File: src/rtl/muldiv_pkg.sv
// ----------------------------------------------------------------------------
// muldiv_pkg
// Shared types and constants for the multi-cycle multiply/divide unit.
//   op_t    : issue op codes presented on the op port
//   state_t : sequencing states of the long-operation engine
//   DIV0_LO : quotient value reported for a divide by zero
// Helper functions classify op codes so the top and sub-module agree on
// which ops are long-running, signed, or divides.
// ----------------------------------------------------------------------------
package muldiv_pkg;

    typedef enum logic [2:0] {
        OP_MULT  = 3'd0,
        OP_MULTU = 3'd1,
        OP_DIV   = 3'd2,
        OP_DIVU  = 3'd3,
        OP_MFHI  = 3'd4,
        OP_MFLO  = 3'd5,
        OP_MTHI  = 3'd6,
        OP_MTLO  = 3'd7
    } op_t;

    typedef enum logic [1:0] {
        IDLE = 2'd0,
        RUN  = 2'd1,
        FIX  = 2'd2
    } state_t;

    // Wide enough for any practical DATA_W; users slice the low bits.
    localparam logic [63:0] DIV0_LO = '1;

    // Multiply and divide ops occupy the engine for the full iteration run.
    function automatic logic is_long_op(input op_t op);
        return (op == OP_MULT) || (op == OP_MULTU) ||
               (op == OP_DIV)  || (op == OP_DIVU);
    endfunction

    // Signed variants need operand magnitudes and a final sign correction.
    function automatic logic is_signed_op(input op_t op);
        return (op == OP_MULT) || (op == OP_DIV);
    endfunction

    function automatic logic is_div_op(input op_t op);
        return (op == OP_DIV) || (op == OP_DIVU);
    endfunction

endpackage

File: src/rtl/muldiv_step.sv
// ----------------------------------------------------------------------------
// muldiv_step
// Combinational single-iteration datapath shared by multiply and divide.
// Ports:
//   is_div   : 1 = restoring-divide step, 0 = shift-add multiply step
//   acc      : partial accumulator (upper product half / partial remainder)
//   opr      : operand register (multiplier bits / dividend-quotient bits)
//   operand  : fixed operand (multiplicand magnitude / divisor magnitude)
//   acc_next : accumulator after this iteration
//   opr_next : operand register after this iteration
// ----------------------------------------------------------------------------
module muldiv_step #(
    parameter int DATA_W = 32
) (
    input  logic              is_div,
    input  logic [DATA_W-1:0] acc,
    input  logic [DATA_W-1:0] opr,
    input  logic [DATA_W-1:0] operand,
    output logic [DATA_W-1:0] acc_next,
    output logic [DATA_W-1:0] opr_next
);

    logic [DATA_W:0]   sum;
    logic [DATA_W:0]   rem_shift;
    logic [DATA_W-1:0] diff;
    logic              fits;

    // Multiply: add the multiplicand when the current multiplier LSB is set,
    // then shift {carry, acc, opr} right so the product grows into opr from
    // the top while consumed multiplier bits fall off the bottom.
    // Divide: shift the next dividend bit into the remainder; if the divisor
    // fits, subtract it and record a 1 quotient bit in the vacated LSB.
    // The subtraction is done at DATA_W bits: when the divisor fits, the true
    // difference is below the divisor, so no information is lost.
    always_comb begin
        sum       = {1'b0, acc} + (opr[0] ? {1'b0, operand} : '0);
        rem_shift = {acc, opr[DATA_W-1]};
        fits      = (rem_shift >= {1'b0, operand});
        diff      = rem_shift[DATA_W-1:0] - operand;

        if (is_div) begin
            acc_next = fits ? diff : rem_shift[DATA_W-1:0];
            opr_next = {opr[DATA_W-2:0], fits};
        end else begin
            acc_next = sum[DATA_W:1];
            opr_next = {sum[0], opr[DATA_W-1:1]};
        end
    end

endmodule

File: src/rtl/muldiv_unit.sv
// ----------------------------------------------------------------------------
// muldiv_unit
// Multi-cycle MULT/MULTU/DIV/DIVU engine with architectural HI/LO registers,
// plus single-cycle MFHI/MFLO/MTHI/MTLO service. Sits beside the ALU in EX.
// Ports:
//   clk      : rising-edge clock
//   reset    : synchronous active-high reset, highest priority
//   start    : one-cycle issue strobe, honoured only while idle
//   op       : op code (see muldiv_pkg::op_t)
//   in1      : rs operand (multiplicand / dividend / MT source)
//   in2      : rt operand (multiplier / divisor)
//   busy     : long operation in flight
//   done     : one-cycle pulse, HI/LO updated by a long op
//   rd_data  : registered MFHI/MFLO result
//   rd_valid : one-cycle pulse qualifying rd_data
//   hi, lo   : architectural HI and LO
// Timing: a long op accepted at edge E0 iterates on E1..E(DATA_W), then the
// FIX state writes HI/LO and pulses done at E(DATA_W+1).
// ----------------------------------------------------------------------------
module muldiv_unit
    import muldiv_pkg::*;
#(
    parameter int DATA_W = 32,
    parameter int CNT_W  = 6
) (
    input  logic              clk,
    input  logic              reset,
    input  logic              start,
    input  logic [2:0]        op,
    input  logic [DATA_W-1:0] in1,
    input  logic [DATA_W-1:0] in2,
    output logic              busy,
    output logic              done,
    output logic [DATA_W-1:0] rd_data,
    output logic              rd_valid,
    output logic [DATA_W-1:0] hi,
    output logic [DATA_W-1:0] lo
);

    state_t              state;
    state_t              state_next;
    logic [CNT_W-1:0]    count;
    logic                last_iter;

    logic [DATA_W-1:0]   acc;
    logic [DATA_W-1:0]   opr;
    logic [DATA_W-1:0]   operand;
    logic [DATA_W-1:0]   acc_next;
    logic [DATA_W-1:0]   opr_next;

    logic                is_div_q;
    logic                neg_q;
    logic                neg_r;
    logic                div0_q;
    logic [DATA_W-1:0]   in1_raw;

    op_t                 op_in;
    logic                in1_neg;
    logic                in2_neg;
    logic [DATA_W-1:0]   in1_mag;
    logic [DATA_W-1:0]   in2_mag;

    logic [2*DATA_W-1:0] prod_fix;
    logic [DATA_W-1:0]   quo_fix;
    logic [DATA_W-1:0]   rem_fix;
    logic [DATA_W-1:0]   hi_fix;
    logic [DATA_W-1:0]   lo_fix;

    assign op_in     = op_t'(op);
    assign busy      = (state != IDLE);
    assign last_iter = (count == CNT_W'(DATA_W - 1));

    muldiv_step #(
        .DATA_W (DATA_W)
    ) u_step (
        .is_div   (is_div_q),
        .acc      (acc),
        .opr      (opr),
        .operand  (operand),
        .acc_next (acc_next),
        .opr_next (opr_next)
    );

    // Operand magnitudes at issue time; the engine only ever works on
    // unsigned values and restores signs in FIX.
    always_comb begin
        in1_neg = is_signed_op(op_in) && in1[DATA_W-1];
        in2_neg = is_signed_op(op_in) && in2[DATA_W-1];
        in1_mag = in1_neg ? (~in1 + 1'b1) : in1;
        in2_mag = in2_neg ? (~in2 + 1'b1) : in2;
    end

    // Sign correction and result selection applied on the FIX edge.
    // Divide by zero bypasses the datapath result entirely so signed and
    // unsigned forms report the same fixed pattern.
    always_comb begin
        prod_fix = neg_q ? (~{acc, opr} + 1'b1) : {acc, opr};
        quo_fix  = neg_q ? (~opr + 1'b1) : opr;
        rem_fix  = neg_r ? (~acc + 1'b1) : acc;
        hi_fix   = prod_fix[2*DATA_W-1:DATA_W];
        lo_fix   = prod_fix[DATA_W-1:0];
        if (is_div_q) begin
            if (div0_q) begin
                hi_fix = in1_raw;
                lo_fix = DIV0_LO[DATA_W-1:0];
            end else begin
                hi_fix = rem_fix;
                lo_fix = quo_fix;
            end
        end
    end

    // State register.
    always_ff @(posedge clk) begin
        if (reset) begin
            state <= IDLE;
        end else begin
            state <= state_next;
        end
    end

    // Next-state logic: only long ops leave IDLE; RUN lasts exactly DATA_W
    // iterations and FIX is a single cycle.
    always_comb begin
        state_next = state;
        case (state)
            IDLE: begin
                if (start && is_long_op(op_in)) begin
                    state_next = RUN;
                end
            end
            RUN: begin
                if (last_iter) begin
                    state_next = FIX;
                end
            end
            FIX: begin
                state_next = IDLE;
            end
            default: begin
                state_next = IDLE;
            end
        endcase
    end

    // Datapath, HI/LO and handshake registers. Issue is sampled only in
    // IDLE, so a start during RUN/FIX has no effect on any register.
    always_ff @(posedge clk) begin
        if (reset) begin
            count    <= '0;
            acc      <= '0;
            opr      <= '0;
            operand  <= '0;
            is_div_q <= 1'b0;
            neg_q    <= 1'b0;
            neg_r    <= 1'b0;
            div0_q   <= 1'b0;
            in1_raw  <= '0;
            hi       <= '0;
            lo       <= '0;
            done     <= 1'b0;
            rd_data  <= '0;
            rd_valid <= 1'b0;
        end else begin
            done     <= 1'b0;
            rd_valid <= 1'b0;
            case (state)
                IDLE: begin
                    if (start) begin
                        case (op_in)
                            OP_MULT, OP_MULTU: begin
                                acc      <= '0;
                                opr      <= in2_mag;
                                operand  <= in1_mag;
                                is_div_q <= 1'b0;
                                neg_q    <= in1_neg ^ in2_neg;
                                neg_r    <= 1'b0;
                                div0_q   <= 1'b0;
                                in1_raw  <= in1;
                                count    <= '0;
                            end
                            OP_DIV, OP_DIVU: begin
                                acc      <= '0;
                                opr      <= in1_mag;
                                operand  <= in2_mag;
                                is_div_q <= 1'b1;
                                neg_q    <= in1_neg ^ in2_neg;
                                neg_r    <= in1_neg;
                                div0_q   <= (in2 == '0);
                                in1_raw  <= in1;
                                count    <= '0;
                            end
                            OP_MFHI: begin
                                rd_data  <= hi;
                                rd_valid <= 1'b1;
                            end
                            OP_MFLO: begin
                                rd_data  <= lo;
                                rd_valid <= 1'b1;
                            end
                            OP_MTHI: begin
                                hi <= in1;
                            end
                            OP_MTLO: begin
                                lo <= in1;
                            end
                            default: begin
                            end
                        endcase
                    end
                end
                RUN: begin
                    acc   <= acc_next;
                    opr   <= opr_next;
                    count <= count + 1'b1;
                end
                FIX: begin
                    hi    <= hi_fix;
                    lo    <= lo_fix;
                    done  <= 1'b1;
                    count <= '0;
                end
                default: begin
                end
            endcase
        end
    end

endmodule

File: config.mk
export PLATFORM = sky130hd
export DESIGN_NAME = muldiv_unit
export DESIGN_NICKNAME = d
export VERILOG_FILES = /design/src/rtl/muldiv_pkg.sv /design/src/rtl/muldiv_step.sv /design/src/rtl/muldiv_unit.sv
export SDC_FILE = /design/constraint.sdc
export NUM_CORES = 1
export LEC_CHECK = 0
export CORE_ASPECT_RATIO = 1.4
export CORE_MARGIN = 4
export CORE_UTILIZATION = 40
export DETAILED_ROUTE_END_ITERATION = 16
export DONT_BUFFER_PORTS = 1
export HOLD_SLACK_MARGIN = 0.08
export PLACE_DENSITY = 0.63
export SYNTH_ARGS = -nofsm -noshare
export SYNTH_HDL_FRONTEND = slang
export SYNTH_HIERARCHICAL = 1
export SYNTH_SLANG_ARGS = --single-unit
File: constraint.sdc
create_clock -name clk -period 5.5 [get_ports clk]
set_input_delay 1.1 -clock clk [delete_from_list [all_inputs] [get_ports clk]]
set_output_delay 1.1 -clock clk [all_outputs]
set_load 0.05 [all_outputs]
# Yosys cells after proc, flatten, opt, wreduce, memory -nomap -nowiden
# Cells that the tools add are included.
# totals
n_memories	0
input_bits	70
mem_bits_ro	0
word_cells	117
output_inout_bits	99
latch_bits	0
regBits	238
ramBits	0
# op_classes
shifts	0
order_cmp	1
muxes	38
reduce_logical	30
n_div	0
n_eq_ne	17
bitwise	8
multipliers	0
add_sub_neg	8
# ops
op	n
$mux 32	19
$pmux 32 s2	7
$add 32x1->32 const B	4
$not 32->32	4
$add 64x1->64 const B	1
$mux 64	1
$not 64->64	1
$add 32x33->33	1
$ge 33x32->1	1
$logic_not 32->1	1
$sub 32x32->32	1
$reduce_and 3->1	8
$pmux 6 s3	1
$eq 3x3->1 const B	4
$mux 6	2
$reduce_bool 2->1	5
$ne 2x2->1 const B	4
$add 6x1->6 const B	1
$eq 3x2->1 const B	2
$eq 6x5->1 const B	1
$pmux 1 s2	3
$reduce_or 2->1	3
$logic_or 1x1->1	4
$mux 2	2
16 further kinds	21

# Depth between registers and ports, before layout
# depth
ltp_word	7
mapped_depth	16
ltp_nobuf	14

# Modules after synthesis
# Netlist, hierarchy kept.
# by_module_without_submodules
mod	seq_area_each_um2	cells_per_inst	area_each_um2	instances
muldiv_unit	4764.6	1773	13743.2	1
muldiv_step	0.0	677	4802.1	1

# Worst setup path after synthesis
# OpenSTA, ideal clock, no wires.
# synth_timing
kind	input to register
start	input in1[12]
end	register operand[31]
required_time_ps	5421
arrival_ps	3249
n_path_buf	1
setup_slack_ps	2172
setup_time_ps	79
path_stages	8
path_cell_list	buf_2 > or4_4 > or3_4 > nor4_4 > nand3b_1 > a21bo_1 > mux2_4 > a211oi_2
# synth_via
elab_chain_cells	4
# synth_lines
element	line_no	text
from (decl)	muldiv_unit.sv:30	input logic [DATA_W-1:0] in1,
$not 32->32	muldiv_unit.sv:89	in1_mag = in1_neg ? (~in1 + 1'b1) : in1;
$add 32x1->32	muldiv_unit.sv:89	
$mux 32	muldiv_unit.sv:89	
$pmux 32 s2	muldiv_unit.sv:170	case (op_in)
to (signal assigned)	muldiv_unit.sv:174	operand <= in1_mag;
to (signal assigned)	muldiv_unit.sv:185	operand <= in2_mag;
to (decl)	muldiv_unit.sv:47	logic [DATA_W-1:0] operand;
# Every way passes these cells.
# A chain may end at the register's enable or synchronous reset.

# Worst setup path after layout
# layout_timing
start	register acc[9]
end	register acc[5]
# layout_via
elab_chain_cells	4
# layout_lines
element	line_no	text
from (decl)	muldiv_unit.sv:45	logic [DATA_W-1:0] acc;
from (signal assigned)	muldiv_unit.sv:213	acc <= acc_next;
$ge 33x32->1	muldiv_step.sv:38	fits = (rem_shift >= {1'b0, operand});
$mux 32	muldiv_step.sv:42	acc_next = fits ? diff : rem_shift[DATA_W-1:0];
$mux 32	muldiv_step.sv:41	if (is_div) begin
via acc_next[5]	muldiv_unit.sv:48	logic [DATA_W-1:0] acc_next;
$pmux 32 s2	muldiv_unit.sv:167	case (state)
# The timed path passes the listed nets, and every way through them passes these cells.

==> flow_summary.json <==
{
  "dieHeight_um": 263,
  "finalClockSkew_ps": 26.5,
  "viasPerCell": 6.66,
  "worstPathRequired_ps": 5960,
  "hp-class": "reg -> reg",
  "syn_avg_cell_area_um2": 7.57,
  "rows": 93,
  "mostFrequentLayoutCells": "295 x nand2_1, 244 x a21oi_1, 237 x dfxtp_1, 204 x nor2_1, 109 x o21ai_0",
  "grt_overflow_total": 0,
  "yosysUniqueCellTypes": 97,
  "tightest_slew_ps": 1200,
  "drive_gt1_share_pct": 7.54,
  "ys_ff_latch": 238,
  "syn_inst": 2450,
  "timing.final.crit_share_pct": 71.3,
  "cts_hold_buf": 0,
  "first_pass_iters": 7,
  "crit_path_max_incr_delay_ps": 740,
  "critPathKind": "reg -> reg",
  "dieArea_mm2": 0.0499,
  "synth.area.top_cells": "dfxtp_1 26%, a21oi_1 6.6%, nand2_1 6.0%, ha_1 4.7%, mux2i_1 4.3%",
  "synth_area_leader_cell": "dfxtp_1",
  "synth_top_area_share_pct": 25.7,
  "die_width_um": 190,
  "cts_root_buf": "clkbuf_16",
  "synth_nets": 2591,
  "htree_levels": 1,
  "grt_pass1_wl_mm": 124,
  "mostFrequentLayoutCell": "nand2_1",
  "antenna_found_initial": 2,
  "yosys_warnings": 6,
  "cts_buffers": 25,
  "rsz0062_at_grt": "no",
  "clk-insertion-delay-late_ps": 570,
  "power.density_mw_per_mm2": 252,
  "dr.first_iter.drc_count": 2517,
  "drv_cap": 0,
  "synth-edff-count": 0,
  "ys_seq_area_share_pct": 25.7,
  "dpl.hpwl_mm": 64.3,
  "clock.fmax_mhz": 255,
  "cts_setup_buffers": 0,
  "layout_min_cycle_time_ps": 3920,
  "layout_setup_ws_ps": 1580,
  "slew_violations": 0,
  "syn-cell-area_mm2": 0.0185,
  "numPortBuffers": 0,
  "status": "completed",
  "drt-total-wl_mm": 85.7,
  "leakage_nw": 7.35,
  "cts.sinks": 238,
  "timing.critical_path.mode_cell": "a21oi_1",
  "worstPathArrival_ps": 4380,
  "start_util_pct": 40.3,
  "cts_tree": "built",
  "core_area_mm2": 0.0460,
  "grt_pass1_vias": 18690,
  "cts_resized": 0,
  "grt_max_degree": 198,
  "cp-start-kind": "flop",
  "slew_headroom_pct": 19.8,
  "ys_async_sr_fraction_pct": 0,
  "fillers": 4736,
  "cp-end-kind": "flop",
  "vdd_drop_max_mv": 0.205,
  "antenna_left": 0,
  "drcViolationCount": 0,
  "setup_tns_ps": 0,
  "clock_path_buffers": 3,
  "worstPathCellList": "ha_1 -> and3_1 -> nand4_1 -> a21oi_1 -> nor2_2 -> o211ai_2 -> a31oi_2 -> o21bai_4 -> buf_4 -> mux2i_1 -> a21oi_1 -> a22o_1",
  "syn_to_final_growth_pct": 6.94,
  "wl_per_cell_um": 28.8,
  "synth_top_flop_cell": "dfxtp_1",
  "path_clk_slew_ps": 70,
  "setup_viol": 0,
  "crit_fanout": 24,
  "whs_ps": 455,
  "layout.nets": 2484,
  "cpMaxStageDelayCell": "o21bai_4",
  "hold_violations": 0,
  "vias": 19846,
  "dp_slack_ps": 1630,
  "place.gp.congestion": 1.01,
  "top_level_ports": 169,
  "grt_usage_pct": 32.3
}
-- final timing paths --
check	from	end	slack, ps	depth (start not counted)
setup / recovery	acc[9]	acc[5]	1580	12
hold / removal	in1_raw[19]	in1_raw[19]	450	2
setup reg to reg	acc[9]	acc[5]	1580	12
hold reg to reg	in1_raw[19]	in1_raw[19]	450	2
-- state kept, by name (all words and copies together) (netlist names) --
| name | flops |
|---|---|
| acc | 32 |
| hi | 32 |
| in1_raw | 32 |
| lo | 32 |
| operand | 32 |
| opr | 32 |
| rd_data | 32 |
| count | 6 |
| state | 2 |
| div0_q | 1 |
| done | 1 |
| is_div_q | 1 |
| neg_q | 1 |
| neg_r | 1 |
| rd_valid | 1 |
-- where the power goes --
group / switching (mW) / internal, mW / total (mW)
sequential: 0.198 / 1.79 / 1.99
clock: 0.798 / 1.07 / 1.87
combinational: 0.730 / 0.414 / 1.14
-- worst max-delay path: cells and delay by family, from the launching register on --
kind / cells / cell delay, ps
adders and majority gates: 1 / 370
and+or+nand+nor: 3 / 550
muxes: 1 / 220
buffers and inverters: 1 / 330
DFF: 1 / 630
AOI/OAI and AO/OA: 6 / 1680
-- cell type report --
class / count / area, um2 / share of cell area (%)
diodes: 1 / 2.50 / 0.0126
inverters: 60 / 225 / 1.14
well taps: 617 / 772 / 3.89
flip-flops and latches: 238 / 4770 / 24.0
multi-input cells: 1977 / 12900 / 65.0
clock inverters: 13 / 180 / 0.909
repair buffers: 41 / 320 / 1.62
clock buffers: 32 / 682 / 3.44
-- per-layer routing --
metal / track usage (%) / vias to the layer above / share of wire [%] / routed length (um)
met3: 6.01 / 329 / 9.3 / 7970
met4: 20.5 / 4 / 8.3 / 7070
met2: 54.2 / 1205 / 47 / 39900
met1: 37.7 / 9488 / 36 / 30700
li1: - / 8820 / - / -
met5: 0 / - / 0.070 / 60
-- through the flow --
step / total power [mW] / utilization (%) / cells / cell area (um2)
after floorplan: 2.80 / - / 2450 / 18500
after global placement: 3.13 / 41.3 / 2933 / 19000
after detailed placement: 3.13 / 41.3 / 2933 / 19000
after CTS: 4.98 / 43.1 / 2978 / 19800
after global routing: 5.15 / 43.1 / 2978 / 19800
final: 5.00 / 43.1 / 2979 / 19800
-- Yosys cell counts, types with 7 or more instances --
| master | n |
|---|---|
| nand2b_1 | 18 |
| nor2_1 | 208 |
| a211oi_1 | 27 |
| o221ai_1 | 47 |
| and2_1 | 42 |
| and3_1 | 28 |
| a22oi_1 | 16 |
| mux2_2 | 34 |
| nor2b_1 | 17 |
| ha_1 | 69 |
| o31ai_1 | 19 |
| and4_1 | 8 |
| xnor2_1 | 81 |
| o41ai_1 | 19 |
| a22o_1 | 30 |
| a31oi_1 | 26 |
| nor3_1 | 75 |
| o22ai_1 | 11 |
| inv_1 | 60 |
| nor4_1 | 19 |
| o211ai_1 | 10 |
| a221oi_1 | 56 |
| a21o_1 | 26 |
| dfxtp_1 | 238 |
| o311ai_0 | 7 |
| nand3_1 | 46 |
| or3_1 | 28 |
| o21a_1 | 14 |
| clkbuf_1 | 143 |
| or2_2 | 14 |
| nand4_1 | 21 |
| xor2_1 | 86 |
| buf_1 | 15 |
| a221o_1 | 10 |
| buf_2 | 11 |
| a21oi_1 | 244 |
| a2111oi_0 | 8 |
| o21ai_0 | 110 |
| or4_1 | 13 |
| mux2i_1 | 80 |
| o21ai_1 | 11 |
| o21bai_1 | 7 |
| nand2_1 | 297 |
-- kinds of logic after synthesis --
family / after synthesis / share of synthesized area, %
adders and majority gates: 71 / 4.87
AOI/OAI and AO/OA: 753 / 27.4
xor gates and xnor gates: 167 / 7.89
and+or+nand+nor: 871 / 22.5
muxes: 115 / 6.46
buffers and inverters: 235 / 5.15
DFF: 238 / 25.7
Power figures use the tool's default switching activity.
